`config.mk`:
```
export PLATFORM = sky130hd
export DESIGN_NAME = alu_multicycle
export DESIGN_NICKNAME = d
export VERILOG_FILES = /design/src/rtl/alu_pkg.sv /design/src/rtl/alu_muldiv_iter.sv /design/src/rtl/alu_multicycle.sv
export SDC_FILE = /design/constraint.sdc
export NUM_CORES = 1
export LEC_CHECK = 0
export ABC_CLOCK_PERIOD_IN_PS = 17200
export CORE_MARGIN = 5
export CORE_UTILIZATION = 30
export CTS_CLUSTER_SIZE = 25
export DETAILED_ROUTE_END_ITERATION = 7
export HOLD_SLACK_MARGIN = 0.15
export SKIP_LAST_GASP = 1
export SLEW_MARGIN = 20
export SYNTH_ARGS = -nofsm -noshare
export SYNTH_HDL_FRONTEND = slang
export SYNTH_HIERARCHICAL = 1
export SYNTH_SLANG_ARGS = --single-unit
```
`constraint.sdc`:
```
create_clock -name clk -period 17.2 [get_ports clk]
set_input_delay 1.72 -clock clk [delete_from_list [all_inputs] [get_ports clk]]
set_output_delay 1.72 -clock clk [all_outputs]
set_load 0.02 [all_outputs]
```
`src/rtl/alu_pkg.sv`:
```
// Shared ALU definitions: control codes used by the ALU control stage and the
// multicycle ALU's FSM state encoding.
package alu_pkg;

  localparam logic [3:0] ALU_AND = 4'b0000;
  localparam logic [3:0] ALU_DIV = 4'b0001;
  localparam logic [3:0] ALU_ADD = 4'b0010;
  localparam logic [3:0] ALU_MUL = 4'b0011;
  localparam logic [3:0] ALU_SUB = 4'b0110;
  localparam logic [3:0] ALU_SLT = 4'b0111;

  typedef enum logic [1:0] {
    IDLE = 2'd0,
    ITER = 2'd1,
    DONE = 2'd2
  } state_t;

  function automatic logic is_valid_ctrl(input logic [3:0] ctrl);
    return ctrl inside {ALU_AND, ALU_DIV, ALU_ADD, ALU_MUL, ALU_SUB, ALU_SLT};
  endfunction

endpackage

```
`src/rtl/alu_muldiv_iter.sv`:
```
// Iterative datapath: shift-add multiply or restoring divide on magnitudes,
// one bit per step, XLEN steps per operation.
module alu_muldiv_iter
  import alu_pkg::*;
#(
  parameter int XLEN = 32
) (
  input  logic            clk,
  input  logic            rst,
  input  logic            load,
  input  logic            step,
  input  logic            clear,
  input  logic            is_div,
  input  logic [XLEN-1:0] a,
  input  logic [XLEN-1:0] b,
  output logic            last,
  output logic [XLEN-1:0] res
);

  localparam int CW = $clog2(XLEN);

  // acc: product accumulator / partial remainder; x: multiplicand / dividend
  // shifting into quotient; y: multiplier / divisor magnitude.
  logic [CW-1:0]   cnt;
  logic [XLEN-1:0] acc, x, y;
  logic            div_mode, neg;

  logic [XLEN-1:0] mul_acc_nx, div_rem_nx, div_quo_nx;
  logic [XLEN:0]   rem_sh, rem_sub;
  logic            q_bit;

  always_comb begin
    mul_acc_nx = acc + (y[0] ? x : '0);
    rem_sh     = {acc, x[XLEN-1]};
    rem_sub    = rem_sh - {1'b0, y};
    q_bit      = ~rem_sub[XLEN];
    div_rem_nx = q_bit ? rem_sub[XLEN-1:0] : rem_sh[XLEN-1:0];
    div_quo_nx = {x[XLEN-2:0], q_bit};
  end

  // The quotient sign is applied only on the value handed to the output register.
  assign res  = div_mode ? (neg ? (~div_quo_nx + 1'b1) : div_quo_nx) : mul_acc_nx;
  assign last = (cnt == CW'(XLEN - 1));

  // NOTE: sequential state uses non-blocking assignments so every register
  // samples the pre-edge values regardless of statement order.
  always_ff @(posedge clk or posedge rst) begin
    if (rst) begin
      cnt      <= '0;
      acc      <= '0;
      x        <= '0;
      y        <= '0;
      div_mode <= 1'b0;
      neg      <= 1'b0;
    end else if (load) begin
      cnt      <= '0;
      acc      <= '0;
      div_mode <= is_div;
      if (is_div) begin
        x   <= a[XLEN-1] ? (~a + 1'b1) : a;
        y   <= b[XLEN-1] ? (~b + 1'b1) : b;
        neg <= a[XLEN-1] ^ b[XLEN-1];
      end else begin
        x   <= a;
        y   <= b;
        neg <= 1'b0;
      end
    end else if (clear) begin
      cnt <= '0;
    end else if (step) begin
      cnt <= cnt + 1'b1;
      if (div_mode) begin
        acc <= div_rem_nx;
        x   <= div_quo_nx;
      end else begin
        acc <= mul_acc_nx;
        x   <= x << 1;
        y   <= y >> 1;
      end
    end
  end

endmodule

```
`src/rtl/alu_multicycle.sv`:
```
// Multicycle ALU: single-cycle AND/ADD/SUB/SLT, XLEN-iteration MUL/DIV, with a
// registered result and a one-cycle done pulse. Kill flushes an in-flight op.
module alu_multicycle
  import alu_pkg::*;
#(
  parameter int XLEN = 32
) (
  input  logic            clk,
  input  logic            rst,
  input  logic            start,
  input  logic            kill,
  input  logic [3:0]      alu_ctrl,
  input  logic [XLEN-1:0] op_a,
  input  logic [XLEN-1:0] op_b,
  output logic [XLEN-1:0] result,
  output logic            zero,
  output logic            done,
  output logic            busy,
  output logic            err
);

  state_t          state;
  logic            accept, go_iter, invalid, md_last;
  logic [XLEN-1:0] single_res, md_res;

  assign accept  = (state == IDLE) && start && !kill;
  assign go_iter = (alu_ctrl == ALU_MUL) || ((alu_ctrl == ALU_DIV) && (op_b != '0));
  assign invalid = !is_valid_ctrl(alu_ctrl);

  // NOTE: defaulting every output first keeps this block free of inferred latches.
  always_comb begin
    single_res = '0;
    case (alu_ctrl)
      ALU_AND: single_res = op_a & op_b;
      ALU_ADD: single_res = op_a + op_b;
      ALU_SUB: single_res = op_a - op_b;
      ALU_SLT: single_res = {{(XLEN-1){1'b0}}, ($signed(op_a) < $signed(op_b))};
      ALU_DIV: single_res = '1;  // only reached for a zero divisor
      default: single_res = '0;
    endcase
  end

  alu_muldiv_iter #(.XLEN(XLEN)) u_iter (
    .clk    (clk),
    .rst    (rst),
    .load   (accept && go_iter),
    .step   ((state == ITER) && !kill),
    .clear  (kill),
    .is_div (alu_ctrl == ALU_DIV),
    .a      (op_a),
    .b      (op_b),
    .last   (md_last),
    .res    (md_res)
  );

  assign busy = (state != IDLE);
  assign done = (state == DONE) && !kill;

  always_ff @(posedge clk or posedge rst) begin
    if (rst) begin
      state  <= IDLE;
      result <= '0;
      zero   <= 1'b1;
      err    <= 1'b0;
    end else begin
      case (state)
        IDLE: begin
          if (accept) begin
            if (go_iter) begin
              state <= ITER;
            end else begin
              state  <= DONE;
              result <= single_res;
              zero   <= (single_res == '0);
              err    <= invalid;
            end
          end
        end
        ITER: begin
          if (kill) begin
            state <= IDLE;
          end else if (md_last) begin
            state  <= DONE;
            result <= md_res;
            zero   <= (md_res == '0);
            err    <= 1'b0;
          end
        end
        default: state <= IDLE;
      endcase
    end
  end

endmodule
```
# After elaboration in Yosys (flattened, before gate mapping)
# Cells that the tools add are included.
[op_classes]
eq_ne = 15
bitwise = 6
muxes = 45
order_cmp = 1
n_shift = 0
mul = 0
addsub = 8
div = 0
reduce_logical = 23
[ops]
columns = ["operator", "n"]
rows = [
  ["two-way mux 32 bit", 23],
  ["case mux 32 bit (5 select lines)", 1],
  ["adder 32 x 1 -> 32 bit (second input constant)", 3],
  ["inverter 32 bit", 3],
  ["adder 32 bit", 2],
  ["logical NOT 32 bit", 2],
  ["case mux 32 bit (2 select lines)", 1],
  ["subtractor 33 x 32 -> 33 bit", 1],
  ["bitwise AND 32 bit", 1],
  ["less-than comparator 32 bit", 1],
  ["nonzero test 32 bit", 1],
  ["subtractor 32 bit", 1],
  ["two-way mux 5 bit", 3],
  ["two-way mux 1 bit", 10],
  ["== test 4 x 2 -> 1 bit (second input constant)", 2],
  ["== test 4 x 3 -> 1 bit (second input constant)", 2],
  ["two-way mux 2 bit", 4],
  ["inequality test 2 bit (second input constant)", 4],
  ["logical AND 1 bit", 6],
  ["nonzero test 2 bit", 3],
  ["nonzero test 6 bit", 1],
  ["adder 5 x 1 -> 5 bit (second input constant)", 1],
  ["== test 5 bit (second input constant)", 1],
  ["AND reduction 5 bit", 1],
  ["other kinds (16)", 20],
]
[word_totals]
wordCells = 108
ram_bits = 0
in_bits = 72
regBits = 139
out_inout_bits = 36
rom_bits = 0
latch_bits = 0
memories = 0

# Longest topological paths before layout
# Gate-level depths: netlist of run 1.
[logic_depth]
ltp_word = 10
depth_mapped = 27

# Cells and area by module
# The synthesis of run 1 kept the hierarchy.
[modules_own_cells]
columns = ["module", "instances", "area_per_inst_um2", "seq_area_each_um2", "cells_per_inst"]
rows = [
  ["alu_muldiv_iter", 1, 10710.3, 2577.5, 1389],
  ["alu_multicycle", 1, 6286.0, 902.1, 892],
]

# Least setup slack after synthesis of run 1
# No wires, ideal clock.
[synth_path]
path_type = "flip-flop to flip-flop"
start = "register u_iter.x[31]"
end = "register zero"
setup_ns = 0.072
t_required_ns = 17.128
arrival_time_ns = 5.300
path_slack_ns = 11.828
synth_period_minus_slack_ns = 5.372
path_stages_with_launch = 27
path_cell_list = "dfrtp_1 > inv_1 > ha_1 > inv_1 > fa_1 > a211oi_2 > o211ai_1 > nand3_1 > o2111ai_1 > a2111o_1 > and3_1 > buf_4 > clkinv_2 > buf_2 > buf_2 > ha_1 > nand4_1 > or2_2 > or4_1 > o41ai_2 > xor2_1 > o21ai_0 > nor4_1 > nand4_1 > o31ai_1 > o21ai_0 > o21ai_1"
[synth_between]
elab_chain_len = 10
word_cells_on_any_way = 12
cone_classes = "add/sub: 3; mux: 6; bitwise: 2; reduce/logical: 1"
[synth_lines]
columns = ["item", "line_no", "rtl"]
rows = [
  ["start, declared", "alu_muldiv_iter.sv:25", "logic [XLEN-1:0] acc, x, y;"],
  ["start signal, assigned", "alu_muldiv_iter.sv:60", "x <= a[XLEN-1] ? (~a + 1'b1) : a;"],
  ["start signal, assigned", "alu_muldiv_iter.sv:74", "x <= div_quo_nx;"],
  ["start signal, assigned", "alu_muldiv_iter.sv:77", "x <= x << 1;"],
  ["subtractor 33 x 32 -> 33 bit", "alu_muldiv_iter.sv:35", "rem_sub = rem_sh - {1'b0, y};"],
  ["inverter 1 bit", "alu_muldiv_iter.sv:36", "q_bit = ~rem_sub[XLEN];"],
  ["inverter 32 bit", "alu_muldiv_iter.sv:42", "assign res = div_mode ? (neg ? (~div_quo_nx + 1'b1) : div_quo_nx) : mul_acc_nx;"],
  ["adder 32 x 1 -> 32 bit", "alu_muldiv_iter.sv:42", ""],
  ["two-way mux 32 bit (2 in series)", "alu_muldiv_iter.sv:42", ""],
  ["via md_res[26]", "alu_multicycle.sv:24", "logic [XLEN-1:0] single_res, md_res;"],
  ["logical NOT 32 bit", "alu_multicycle.sv:85", "zero <= (md_res == '0);"],
  ["two-way mux 1 bit", "alu_multicycle.sv:82", "end else if (md_last) begin"],
  ["two-way mux 1 bit", "alu_multicycle.sv:80", "if (kill) begin"],
  ["case mux 1 bit (2 select lines)", "alu_multicycle.sv:66", "case (state)"],
  ["end signal, assigned", "alu_multicycle.sv:74", "zero <= (single_res == '0);"],
  ["end signal, assigned", "alu_multicycle.sv:85", ""],
  ["end, declared", "alu_multicycle.sv:16", "output logic zero,"],
]
# The timed path passes the listed nets, and every way through them passes these cells. The select of a mux whose other input is x is not followed.
# A chain may end at the register's enable or synchronous reset.

# Worst setup path in the final report of run 1
[layout_path]
start = "register u_iter.y[0]"
end = "register zero"
[layout_between]
elab_chain_len = 10
word_cells_on_any_way = 12
cone_classes = "add/sub: 3; mux: 6; bitwise: 2; reduce/logical: 1"
[layout_lines]
columns = ["item", "line_no", "rtl"]
rows = [
  ["start, declared", "alu_muldiv_iter.sv:25", ""],
  ["start signal, assigned", "alu_muldiv_iter.sv:61", "y <= b[XLEN-1] ? (~b + 1'b1) : b;"],
  ["start signal, assigned", "alu_muldiv_iter.sv:78", "y <= y >> 1;"],
  ["subtractor 33 x 32 -> 33 bit", "alu_muldiv_iter.sv:35", ""],
  ["inverter 1 bit", "alu_muldiv_iter.sv:36", ""],
  ["inverter 32 bit", "alu_muldiv_iter.sv:42", ""],
  ["adder 32 x 1 -> 32 bit", "alu_muldiv_iter.sv:42", ""],
  ["two-way mux 32 bit", "alu_muldiv_iter.sv:42", ""],
  ["two-way mux 32 bit (*)", "alu_muldiv_iter.sv:42", ""],
  ["via md_res[26]", "alu_multicycle.sv:24", ""],
  ["logical NOT 32 bit (*)", "alu_multicycle.sv:85", ""],
  ["two-way mux 1 bit (*)", "alu_multicycle.sv:82", ""],
  ["two-way mux 1 bit (*)", "alu_multicycle.sv:80", ""],
  ["case mux 1 bit (2 select lines) (*)", "alu_multicycle.sv:66", ""],
]
# The timed path passes the listed nets; every way through them passes the cells marked *. The select of a mux whose other input is x is not followed.

==> results by stage, run 1 <==
Logic synthesis:
- When the netlist entered floorplanning its net count stood at ~2500.
- After synthesis, the largest family of logic cells by area is compound AO/OA/AOI/OAI gates.
- The most used flip-flop cell after synthesis is dfrtp_1.
- The cell count after synthesis came out at about 2300.
- Sequential elements use 20.5% of the synthesized area.
- The synthesized netlist devotes a little under a third of its cell area to compound gates.
- Counting distinct cell types in the post-synthesis netlist gives 91.
- Synthesis inferred roughly 140 register bits.
- The cell area that synthesis handed to floorplanning was about 17000 sq um.
- Yosys mapped a number of flops with a built-in enable equal to 0.
- The average instance in the mapped netlist occupies between 7 and 8 sq um.
- The share of synthesized flip-flops with an asynchronous set or reset is between 90% and 100%.
- The synthesized netlist devotes 8.61% of its cell area to XOR and XNOR gates.
- The adder-cell area share of the yosys netlist is between 10 and 15%.
- The post-synthesis simple-gate area fraction is slightly above 20%.
- The yosys synthesis warning count is 6.
- In the synthesized netlist, mux cells make up about 3.9% of the area.

Placement:
- Before CTS, the worst setup slack after placement is approximately 10 ns.
- The sum of net half-perimeters after detailed placement is about 56 mm.
- The congestion estimate from routability-driven global placement came to just under 1.
- Input and output buffers added on the ports amount to between 100 and 150.
- The cell total after placement is roughly 3000.

STA:
- The time the final worst path needs with I/O delays and setup is 7.07 ns.
- Setup violations remaining at the end of the flow were counted as 0.
- The worst pin sits at a relative slew slack of around a quarter.
- The worst path meets setup with a little over 10 ns of slack.
- The total negative slack for setup checks is 0 ns.
- The worst setup skew after layout is roughly 0.0086 ns.
- The hold violation count in the final report is 0.
- Static timing analysis puts the maximum clock frequency at around 0.14 GHz.
- On the final layout, the worst hold slack is between 0.5 and 0.6 ns.
- Setup repair after global routing left no endpoint under its margin.
- At the pin with the least slew margin, the transition time is around 1.1 ns.
- The count of final max-slew check failures is 0.
- The final clock period utilization by the worst path is 41.1%.

Detailed routing:
- The pre-antenna-repair detailed-routing pass consisted of 6 iterations.
- The post-detailed-route DRC marker count is 0.
- The via density per instance is ~5.9.
- The initial DRC count is approximately 1700.
- The final routed wirelength across all metal layers is ~70 mm.
- The wire length per cell after detailed routing is 22.9 um.
- Across all layers, the routed design uses 18000 vias.
- The final antenna-violating net count is 0.

CTS:
- The buffer depth of the longest clock path is 2.
- TritonCTS built the clock tree.
- In this run the post-CTS setup repair buffer count came out at 0.
- The maximum level of the CTS H-tree is 4.
- At the later pin of the worst-skew pair, clock insertion delay measures 0.45 ns.
- The clock net sink count is between 100 and 150.
- The number of buffers created by CTS is 17.
- The buffer type at the clock tree root is clkbuf_16.
- Clock-pin slew was measured on the worst setup and hold paths at ~0.060 ns.
- The number of hold buffers added after CTS was 0.
- The number of resized instances in the post-cts repair step is 0.

Critical path:
- Among all stages on the critical path, the largest delay is contributed by dfrtp_1.
- The maximum cell stage delay along the critical path is 0.91 ns.
- At the worst endpoint, the arrival time is 7.45 ns.
- The number of buffer and inverter instances along the worst setup path is 3.
- The critical path startpoint category is a register.
- The required time of the critical path is 17.58 ns.
- The setup path with the least slack is of type register to register.
- The endpoint class of the critical path is a register.
- In this run the register-to-register setup slack is 10.13 ns.
- The cell family contributing the most delay on the critical path is compound AO/OA/AOI/OAI gates.
- Traced cell by cell, the critical path runs through ha_1 -> inv_1 -> fa_1 -> a211oi_2 -> o211ai_1 -> nand3_1 -> o2111ai_1 -> a2111o_1 -> and3_1 -> buf_4 -> clkinv_2 -> ha_1 -> nand4_1 -> or2_2 -> or4_1 -> o41ai_2 -> xor2_1 -> o21ai_0 -> nor4_1 -> nand4_1 -> o31ai_1 -> o21ai_0 -> o21ai_1.
- The largest fanout on the critical path is 44.

Die:
- In this run the vertical extent of the chip is roughly 250 um.
- 108 I/O pins were placed.
- The die covers 61500 sq um.
- Once the floorplan was initialized, standard cells occupied between 30% and 40% of the core.
- The region available for standard cell placement spans 56300 sq um.
- The floorplan die width is 248 um.
- The cell row count is 87.

Global routing:
- In the global route stage, overall resource usage came out at about 22%.
- The number of global-route vias before repair is 17200.
- The total overflow left after global routing is 0.
- The first-pass GRT wire length is approximately 110 mm.
- The maximum number of pins on one net before global-route repair is 91.
- The number of antenna violations at the first check in global routing is 0.

Flow run:
- The number of maximum-capacitance constraint violations is 0.

Pwr:
- The power density normalized to cell area is approximately 100 nW/um^2.
- The leakage power of the design is 7.82 nW.
- VDD sags by at most roughly 0.076 mV.

Worst hold path:
- The class of the worst hold path is register to register.

Cells and area:
- At the end of the flow, the number of nets in the layout was approximately 2500.
- The diode insertion count for antenna repair is 0.
- Measured on the finished design, the core utilization comes to 34.2%.
- The fraction of final layout cells with drive strength greater than 1 is under 10%.
- The filler cell count is 5986.
- The number of standard cells in the final layout excluding fillers is slightly above 3000.
- The area growth from synthesis to layout is 13.2%.

Outcome:
- The flow ran to the end, and the final reports show no timing, DRC or antenna violations.
## state kept, by name, summed over array words and instances, names as in the netlist
| register | cells |
|---|---|
| u_iter/y | 32 |
| u_iter/neg | 1 |
| err | 1 |
| state | 2 |
| u_iter/div_mode | 1 |
| u_iter/cnt | 5 |
| u_iter/x | 32 |
| result | 32 |
| u_iter/acc | 32 |
| zero | 1 |
## layer usage
layer	GRT usage (%)	vias up	share of wire (%)
met2	35.9	748	46
li1	-	8365	-
met4	9.17	0	4.3
met5	0	-	0
met3	2.63	120	5.9
met1	30.2	8772	44
## final cells by class
cell class,count,area (sq um),area share [%]
flip-flops and latches,139,3480,18.1
clock buffers,19,433,2.25
inverters,133,503,2.61
clock inverters,11,121,0.631
multi-input cells,1883,12500,65.2
repair buffers,126,1210,6.31
well taps,756,946,4.92
## placed cells by master, fill, tap and decap left out, types with 28 or more instances in the layout
| master | n |
|---|---|
| inv_1 | 128 |
| nor2_1 | 217 |
| and2_1 | 44 |
| mux2i_1 | 50 |
| clkdlybuf4s50_1 | 107 |
| nor4_1 | 31 |
| a31oi_1 | 28 |
| nand3_1 | 42 |
| a211oi_1 | 63 |
| o31ai_1 | 37 |
| dfrtp_1 | 137 |
| a21o_1 | 35 |
| ha_1 | 133 |
| nand2_1 | 195 |
| o211ai_1 | 32 |
| nor3_1 | 65 |
| xnor2_1 | 90 |
| a21oi_1 | 223 |
| xor2_1 | 77 |
| o21ai_0 | 176 |
## power by group
part	total, mW	internal (mW)	switching, mW
clock network	0.361	0.211	0.150
logic	1.08	0.404	0.677
registers	0.529	0.411	0.118
## worst register-to-register path, cell delays in order, from the launching register on
cell and delay (ns):
dfrtp_1 0.91, ha_1 0.31, inv_1 0.06, fa_1 0.44, a211oi_2 0.29, o211ai_1 0.20, nand3_1 0.25, o2111ai_1 0.21
a2111o_1 0.40, and3_1 0.17, buf_4 0.24, clkinv_2 0.47, ha_1 0.36, nand4_1 0.17, or2_2 0.39, or4_1 0.56
o41ai_2 0.26, xor2_1 0.16, o21ai_0 0.14, nor4_1 0.35, nand4_1 0.13, o31ai_1 0.29, o21ai_0 0.14, o21ai_1 0.11
## synthesized netlist by cell type, drive strengths merged (41+ instances only)
| cell type | count | area [sq um] |
|---|---|---|
| o31ai | 41 | 337 |
| ha | 133 | 1660 |
| xnor2 | 90 | 788 |
| xor2 | 77 | 674 |
| nand2 | 195 | 732 |
| o21ai | 186 | 935 |
| dfrtp | 138 | 3450 |
| mux2i | 50 | 500 |
| nor2 | 218 | 818 |
| clkbuf | 90 | 339 |
| a21oi | 225 | 1130 |
| nand3 | 42 | 210 |
| inv | 130 | 488 |
| nor3 | 68 | 345 |
| a211oi | 65 | 498 |
| and2 | 45 | 282 |
## cells by family after synthesis
group                    after synthesis
flip-flops                           139
multiplexers                          64
AND/OR/NAND/NOR                      734
XOR/XNOR                             167
adder cells (fa/ha/maj)              137
AO/OA/AOI/OAI                        781
buffers and inverters                259
## through the flow
step                      instance area (sq um)  total power [mW]
after floorplan                           17000              1.22
after detailed placement                  18700              1.59
after global placement                    18700              1.57
after global routing                      19200              2.10
after CTS                                 19200              1.96
final                                     19200              1.97
## worst paths after layout
check,start,to,depth (start not counted)
min,result[31]$_DFFE_PP0P_,result[31]$_DFFE_PP0P_,1
max reg2reg,u_iter/y[0]$_DFFE_PP0P_,zero$_DFFE_PP1P_,23
min reg2reg,result[31]$_DFFE_PP0P_,result[31]$_DFFE_PP0P_,1
min in group asynchronous,rst,u_iter/cnt[1]$_DFFE_PP0P_,2
max,u_iter/y[0]$_DFFE_PP0P_,zero$_DFFE_PP1P_,23
max in group asynchronous,rst,u_iter/div_mode$_DFFE_PP0P_,3
(Power assumes the default switching activity.)
==> inputs of run 2 (changes only) <==
--- a/config.mk
+++ b/config.mk
@@ -5,7 +5,7 @@
 export SDC_FILE = /design/constraint.sdc
 export NUM_CORES = 1
 export LEC_CHECK = 0
-export ABC_CLOCK_PERIOD_IN_PS = 17200
+export ABC_CLOCK_PERIOD_IN_PS = 6500
 export CORE_MARGIN = 5
 export CORE_UTILIZATION = 30
 export CTS_CLUSTER_SIZE = 25
==> constraint.sdc (replaced) <==
create_clock -name clk -period 6.5 [get_ports clk]
set_input_delay 0.65 -clock clk [delete_from_list [all_inputs] [get_ports clk]]
set_output_delay 0.65 -clock clk [all_outputs]
set_load 0.02 [all_outputs]
==> results by stage, run 2 (synthesis gave the netlist of run 1 again) <==
Critical path:
- For the worst setup path, the data arrival time is 6.29 ns.
- The startpoint identified for the worst register-to-register timing path is u_iter/x[31]$_DFFE_PP0P_.
- The reg-to-reg endpoint is zero$_DFFE_PP1P_.
- For the worst flop-to-flop path, the logic depth is 23.
- The largest fanout on the critical path is 5.
- The critical path goes through inv_1 -> ha_1 -> inv_1 -> fa_1 -> a211oi_2 -> o211ai_1 -> nand3_1 -> o2111ai_1 -> a2111o_1 -> and3_1 -> clkinv_2 -> ha_1 -> nand4_1 -> or2_2 -> or4_1 -> o41ai_2 -> xor2_1 -> o21ai_0 -> nor4_1 -> nand4_1 -> o31ai_1 -> o21ai_0 -> o21ai_1.
- The worst setup path is captured at a register.
- The maximum cell stage delay along the critical path is 0.55 ns.
- The critical path startpoint category is a register.
- The slowest library cell on the worst path is or4_1.
- The worst setup path is of the register to register kind.
- For the worst setup path, the data required time is between 6 and 7 ns.
- For flop-to-flop paths, the worst setup slack is 0.59 ns.

CTS:
- The clock passes through at most 2 buffers.
- Buffers inserted during clock tree synthesis total 17.
- The clock net in this run drives a total of roughly 140 sinks.
- CTS placed an instance of clkbuf_16 at the clock tree root.
- The number of buffers added for setup after CTS is 0.
- Once the clock tree was built, the resizer swapped 0 gates to a different size.
- The cts-stage hold buffer count is 0.
- The H-tree generated during clock tree synthesis spans 4 levels.
- TritonCTS built the clock tree.
- The latest clock arrival within the worst-skew pair is about 0.45 ns.
- Clock-pin slew was measured on the worst setup and hold paths at ~0.070 ns.

Cells and area:
- The share of the core filled with cells is about a third.
- The area of all placed cells without fillers is approximately 19000 sq um.
- The area growth from synthesis to layout is 13.5%.
- The fraction of final layout cells with drive strength greater than 1 is about 5.4%.
- Leaving out fill and tap cells, the most frequent cell in the layout is a21oi_1.
- The number of antenna diodes in the final layout is 0.
- After the last flow step, the layout net total stands at approximately 2500.
- The top cell types in the final layout, fill and taps aside, are 223 x a21oi_1, 217 x nor2_1, 195 x nand2_1.

STA:
- The transition at the pin with the smallest max-transition slack is around 1.2 ns.
- The worst pin sits at a relative slew slack of between 20% and 30%.
- Setup repair after global routing left no endpoint under its margin.
- The final critical path takes up about nine tenths of the cycle.
- The worst setup skew after layout is just over 0.009 ns.
- The total negative slack for setup checks is 0 ns.
- The count of final max-slew check failures is 0.
- The hold violation count in the final report came to 0.
- Setup violations remaining at the end of the flow were counted as 0.
- Derived from the worst setup path, the maximum achievable clock frequency is between 0.15 and 0.2 GHz.
- The worst path in the final design needs a cycle of roughly 5.9 ns, including I/O delays and setup.

Detailed routing:
- Before antenna repair, the detailed router went through 8 iterations.
- In the routed layout, each cell is associated on average with a via count of approximately 5.9.
- The detailed router finished its first iteration with roughly 2000 violations.
- The count of nets left with antenna violations once routing finished came out at 0.
- The routed layout has roughly 18000 vias.
- After detailed routing, the number of remaining DRC violations is 0.
- Dividing the detail-routed wire length by the instance count gives ~23 um.
- Summed over all layers, the routed wires come to 69.4 mm.

Flow run:
- Across the run, the number of max-cap violations was 0.

Die:
- The cell row count is 87.
- The die outline height is between 200 and 250 um.
- The area inside the core boundary is between 50000 and 60000 sq um.
- The initial core utilization is between 30% and 40%.
- The die is approximately 250 um wide.
- The number of top-level pins is 108.
- The die area is roughly 62000 sq um.

Outcome:
- The run finished with clean final reports.

Worst hold path:
- The hold path startpoint is result[31]$_DFFE_PP0P_.
- The path with the worst hold slack has its endpoint at result[31]$_DFFE_PP0P_.
- The class of the worst hold path is register to register.
- Along the worst hold path, the cell count comes to 1.

Pwr:
- The overall power is 5.18 mW.
- Dividing total power by cell area gives a power density of ~270 nW/um^2.
- IR analysis of the VDD net gives a maximum drop of around 0.17 mV.
- The leakage power of the design is just under 8 nW.

Global routing:
- The global router's overall resource usage is a little over a fifth.
- The number of antenna violations at the first check in global routing is 1.
- The first global-routing pass estimated ~110 mm of wire.
- Entering global routing, the biggest net connects around 70 pins.
- The number of global-route vias before repair is approximately 17000.
- The aggregate global routing overflow is 0.

Placement:
- The cell area after placement is between 15000 and 20000 sq um.
- The wire-length estimate of the detail-placed layout is approximately 55 mm.
- At the end of routability-driven placement, the weighted congestion stood at roughly 0.96.
- Buffers placed on the I/O ports in this run total ~110.
[run 2: changes by cell type in the layout (fill, tap and decap cells not counted), sizes merged]
| cell | change |
|---|---|
| clkinvlp | +1 |
| buf | +5 |
| inv | +2 |
| bufinv | -1 |
| clkinv | +2 |
| clkbuf | -2 |
[run 2: worst max-delay path by stage]
| stage | startpoint | to | slack, ns |
|---|---|---|---|
| 2_1_floorplan | u_iter/x[31]$_DFFE_PP0P_ | zero$_DFFE_PP1P_ | 1.13 |
| 3_3_place_gp | u_iter/x[31]$_DFFE_PP0P_ | zero$_DFFE_PP1P_ | 0.94 |
| 3_5_place_dp | u_iter/x[31]$_DFFE_PP0P_ | zero$_DFFE_PP1P_ | 0.69 |
| 5_1_grt | u_iter/x[31]$_DFFE_PP0P_ | zero$_DFFE_PP1P_ | 0.25 |
| 6_report | u_iter/x[31]$_DFFE_PP0P_ | zero$_DFFE_PP1P_ | 0.59 |
| 4_1_cts | u_iter/x[31]$_DFFE_PP0P_ | zero$_DFFE_PP1P_ | 0.65 |
[run 2: worst max-delay path, delay by kind of cell (launching register included)]
| family | cells | cell delay, ns |
|---|---|---|
| adders and majority gates | 3 | 0.84 |
| buffers and inverters | 3 | 0.22 |
| AOI/OAI and AO/OA | 9 | 2.06 |
| xor gates and xnor gates | 1 | 0.16 |
| DFF | 1 | 0.41 |
| and+or+nand+nor | 7 | 2.13 |
[run 2: layer usage]
layer / GRT usage (%) / wire, um / up-vias
met5: 0 / 9 / -
met4: 8.21 / 2490 / 2
met3: 3.42 / 4750 / 119
met2: 35.7 / 32100 / 772
met1: 29.3 / 30000 / 8742
li1: - / - / 8387
[run 2: through the flow]
| step | setup WS, ns | hold slack [ns] | instances |
|---|---|---|---|
| after floorplan | 1.13 | 0.516 | 2281 |
| after global placement | 0.941 | 0.484 | 3042 |
| after detailed placement | 0.687 | 0.493 | 3042 |
| after CTS | 0.650 | 0.508 | 3074 |
| after global routing | 0.253 | 0.529 | 3074 |
| final | 0.590 | 0.507 | 3074 |
[run 2: power by group]
part           switching [mW]  total [mW]  internal, mW
clock                   0.433       0.964         0.531
combinational            1.75        2.83          1.08
sequential              0.299        1.39          1.09
total                    2.48        5.18          2.69
[run 2: final cells by class]
class                   count  area [sq um]
well taps                 756           946
multi-input cells        1883         12500
repair buffers            131          1250
clock inverters            15           141
inverters                 133           503
flip-flops and latches    139          3480
clock buffers              17           425
fillers                  6000         37000
==> variant 1, RTL diff (config.mk and constraints of run 2) <==
`XLEN` is set to 32 in 2 places; all go to 16.
--- a/src/rtl/alu_muldiv_iter.sv
+++ b/src/rtl/alu_muldiv_iter.sv
@@ -3,7 +3,7 @@
 module alu_muldiv_iter
   import alu_pkg::*;
 #(
-  parameter int XLEN = 32
+  parameter int XLEN = 16
 ) (
   input  logic            clk,
   input  logic            rst,
--- a/src/rtl/alu_multicycle.sv
+++ b/src/rtl/alu_multicycle.sv
@@ -3,7 +3,7 @@
 module alu_multicycle
   import alu_pkg::*;
 #(
-  parameter int XLEN = 32
+  parameter int XLEN = 16
 ) (
   input  logic            clk,
   input  logic            rst,
Ports: changed (resized op_a, op_b and result); port bits go from 108 to 60. No check against the original RTL was run, so the function may have changed too.
==> variant 1 against run 2 <==
  * Power fell by 48%
  * Critical path type unchanged
  * Largest power group unchanged
  * Count of clock-buffer cells in the layout fell by 7
  * Synthesized area decreased by 51%
  * Sequential cell count down 65
  * Clock skew shrank 0.0035 ns
  * Routed wire length down 60%
  * Worst setup slack improved by 0.68 ns
  * Design area shrank 50%
==> variant 1: results (changes against run 2) <==
Worst setup path
  • CP peak stage delay: 0.84 ns (+0.29 ns)
  • Slowest cell on crit path: or4b_1
  • Worst Path Arrival: 5.49 ns (-0.80 ns)
  • Reg2Reg Setup Slack: 1.27 ns (+0.68 ns)
  • Worst r2r src: u_iter/y[0]$_DFFE_PP0P_
  • R2r worst-path depth: 19 (-17%)
  • Max Fanout on Critical Path: 24 (+19)

Clock tree
  • Clk Latency, worst-skew pair: 0.34 ns (-0.11 ns)
  • CTS buffer count: 9 (-8)
  • Number of H-tree levels: 3 (-1)

Placement
  • # port buffers: 59 (-45%)
  • Placed wire-length estimate: 21800 microns (-60%)

STA
  • Worst hold-check slack: 0.480 ns (-0.0275 ns)
  • Worst Tran Pin Value: 0.894 ns (-0.265 ns)
  • Fin Clk Skew: 0.00582 ns (-0.00352 ns)

Worst hold path
  • WHS Path Cells: 2 (+1)
  • Critical hold path startpoint: result[11]$_DFFE_PP0P_
  • Min-Delay Endpoint: result[11]$_DFFE_PP0P_

Global routing
  • First-pass GRT wire length: 44000 microns (-58%)
  • Vias in the first global route: 7912 (-54%)
  • Initial antenna violation count: 0 (-1)
  • Met3 Use GR: 2.60% (-0.82 points)
  • Met2 track demand over resource: 27.0% (-8.7 points)
  • Tot GR Track Use: 17.4% (-4.5 points)
  • Largest net degree at the start of global routing: 66 (-8.3%)

Yosys
  • Post-synth cell types: 70 (-23%)
  • Gate Count Post-Synth: 1106 (-52%)
  • List of most frequent post-synthesis cells: 129 x o21ai_0, 116 x nand2_1, 81 x nor2_1
  • Largest cells by area after synthesis: dfrtp_1 22%, ha_1 10%, o21ai_0 7.7%
  • Syn Nets: 1218 (-51%)
  • Seq/Total Area, Yosys: 22.1% (+1.6 points)

Detailed routing
  • Met2 WL post-DR: 12400 microns (-61%)
  • Top sig layer: met4
  • DR pass1 iterations: 5 (-3)
  • DR vias: 8374 (-54%)
  • Met3 WL: 1990 microns (-58%)
  • Iter 0 DRT Violations: 714 (-65%)
  • Wl on met1: 13000 microns (-57%)
  • Avg Vias per Cell: 5.54 (-5.5%)

Status
  • Status: finished, final reports clean

Pwr
  • Seq. pwr: 0.705 mW (-49%)
  • VDD IR-drop max: 0.000125 V (-25%)
  • Switching pwr: 1.19 mW (-52%)

Cells and area
  • Layout cell share with drive strength beyond 1: 4.50% (-0.90 points)
==> variant 1: cell count changes in the layout (fill, tap and decap cells not counted), moves of 38 or more <==
| cell | before | now |
|---|---|---|
| inv_1 | 128 | 61 |
| dfrtp_1 | 137 | 73 |
| o21ai_0 | 176 | 129 |
| nor3_1 | 65 | 27 |
| nand2_1 | 195 | 116 |
| a21oi_1 | 223 | 74 |
| xor2_1 | 77 | 38 |
| clkdlybuf4s50_1 | 107 | 59 |
| nor2_1 | 217 | 81 |
| ha_1 | 133 | 68 |
| xnor2_1 | 90 | 33 |
| a211oi_1 | 63 | 14 |
==> variant 1: layout make-up <==
cell class | count | area [sq um]
well taps | 378 | 473
flip-flops and latches | 74 | 1850
clock inverters | 6 | 115
inverters | 64 | 245
multi-input cells | 910 | 6080
clock buffers | 10 | 229
repair buffers | 70 | 673
fillers | 2898 | 18000
==> variant 1: per-stage QoR <==
stage / utilization (%) / instance area, sq um / power [mW] / worst slack [ns]
after floorplan: - / 8400 / 1.68 / 2.32
after global placement: 33.6 / 9320 / 2.07 / 1.47
after detailed placement: 33.6 / 9320 / 2.08 / 1.36
after CTS: 34.9 / 9660 / 2.67 / 1.30
after global routing: 34.9 / 9670 / 2.86 / 0.845
final: 34.9 / 9670 / 2.68 / 1.27
==> variant 1: kinds of logic (layout without fill, tap and decap cells) <==
| kind of cell | after synthesis | after routing | synth area share [%] |
|---|---|---|---|
| simple gates | 368 | 368 | 21.5 |
| compound gates | 359 | 359 | 27.4 |
| buf+inv | 122 | 150 | 5.74 |
| flops | 74 | 74 | 22.1 |
| fa+ha+maj | 72 | 72 | 11.1 |
| xor+xnor | 71 | 71 | 7.41 |
| mux | 40 | 40 | 4.80 |
==> variant 2, RTL diff (config.mk and constraints of run 2) <==
Made on the original files. The 3 states of `state_t` get a one-hot encoding in 3 bits.
--- a/src/rtl/alu_pkg.sv
+++ b/src/rtl/alu_pkg.sv
@@ -9,10 +9,10 @@
   localparam logic [3:0] ALU_SUB = 4'b0110;
   localparam logic [3:0] ALU_SLT = 4'b0111;
 
-  typedef enum logic [1:0] {
-    IDLE = 2'd0,
-    ITER = 2'd1,
-    DONE = 2'd2
+  typedef enum logic [2:0] {
+    IDLE = 3'b001,
+    ITER = 3'b010,
+    DONE = 3'b100
   } state_t;
 
   function automatic logic is_valid_ctrl(input logic [3:0] ctrl);
Function: same outputs for any inputs over 4 cycles, from zero or initial values and one cycle with rst high; so few cycles prove little.
==> variant 2 against run 2 <==
  * Power is 4.8% lower
  * Synthesized area is 1.4% higher
  * Worst setup slack better by 0.13 ns
  * Synthesized cell count is 1.4% higher
  * Routed wire length is 0.44% higher
  * Design area is 0.61% higher
  * Via count is 1.2% higher
  * Combinational power is 7.1% lower
  * Sequential cell count is 1 higher
==> variant 2: results (changes against run 2) <==
Detailed routing
  • DR vias: 18200 (+1.2%)
  • Met3 WL: 4940 microns (+4.0%)
  • Routed WL: 69700 microns (+0.44%)
  • Met2 WL post-DR: 31800 microns (-0.86%)
  • DR pass1 iterations: 6 (-2)
  • Routed length per placed instance: 22.5 microns (-0.47%)
  • Iter 0 DRT Violations: 1992 (-2.2%)
  • Wl on met1: 30300 microns (+0.74%)

Yosys
  • Xor/xnor cell area share of the yosys netlist: 7.88% (-0.73 points)
  • Largest cells by area after synthesis: dfrtp_1 20%, ha_1 9.7%, a21oi_1 6.5%
  • Adder-Cell Fraction of Synth Area: 10.1% (-0.14 points)
  • Seq/Total Area, Yosys: 20.3% (-0.13 points)
  • Syn Nets: 2521 (+1.2%)
  • List of most frequent post-synthesis cells: 224 x a21oi_1, 224 x nand2_1, 214 x nor2_1
  • Post-synthesis compound-gate area fraction: 30.3% (+0.28 points)
  • Post-synth cell types: 108 (+19%)
  • Mux share of post-synthesis cell area: 3.39% (-0.50 points)
  • Gate Count Post-Synth: 2312 (+1.4%)

Worst hold path
  • WHS Path Cells: 2 (+1)
  • Critical hold path startpoint: result[13]$_DFFE_PP0P_

Pwr
  • Clk power: 0.913 mW (-5.3%)
  • Comb group: 2.63 mW (-7.1%)
  • Leak: 8.03 nW (+2.4%)
  • VDD IR-drop max: 0.000145 V (-13%)
  • Switch share: 47.2% (-0.80 points)

Global routing
  • Met3 Use GR: 3.36% (-0.060 points)
  • First-pass GRT wire length: 106000 microns (+0.94%)
  • Vias in the first global route: 17300 (-0.71%)
  • Largest net degree at the start of global routing: 92 (+28%)
  • Met1 Usage GRT: 28.7% (-0.64 points)
  • Met2 track demand over resource: 35.0% (-0.72 points)
  • Tot GR Track Use: 21.4% (-0.50 points)
  • Initial antenna violation count: 2 (+1)

Placement
  • Placed cells: 3070 (+0.92%)
  • Final Wtd Congestion: 0.951 (-0.62%)
  • Placement Setup Slack: 0.775 ns (+0.0879 ns)

Worst setup path
  • R2r worst-path depth: 24 (+4.3%)
  • Worst Path Arrival: 6.15 ns (-0.14 ns)
  • Reg2Reg Setup Slack: 0.72 ns (+0.13 ns)
  • CP peak stage delay: 0.53 ns (-0.02 ns)

STA
  • Fin Clk Skew: 0.00565 ns (-0.00368 ns)
  • Slew margin rel.: 16.5% (-5.5 points)

Status
  • Status: finished, final reports clean

Cells and area
  • Filler cells: 6089 (+1.5%)
  • Multi-input logic area: 12700 sq um (+0.97%)

Clock tree
  • CTS resizes: 0 (unchanged)
[variant 2: cell types whose count changed after synthesis, sizes merged, moves of 9 or more]
| cell | before | now |
|---|---|---|
| nand2 | 195 | 224 |
| xnor2 | 90 | 79 |
| a21o | 35 | 52 |
| o21ai | 186 | 199 |
| mux2 | 14 | 0 |
| nor3 | 68 | 59 |
[variant 2: final cells by class]
type	instances	share of cell area (%)
Multi-Input combinational cell	1912	65.3
Sequential cell	140	18.1
Timing Repair Buffer	134	6.56
Tap cell	756	4.87
Inverter	128	2.49
Clock buffer	24	2.38
Clock inverter	8	0.367
[variant 2: stage by stage]
| stage | hold WS, ns | power, mW |
|---|---|---|
| after global routing | 0.514 | 5.23 |
| after detailed placement | 0.476 | 3.96 |
| final | 0.484 | 4.93 |
| after CTS | 0.489 | 4.89 |
| after global placement | 0.468 | 3.93 |
| after floorplan | 0.516 | 3.07 |
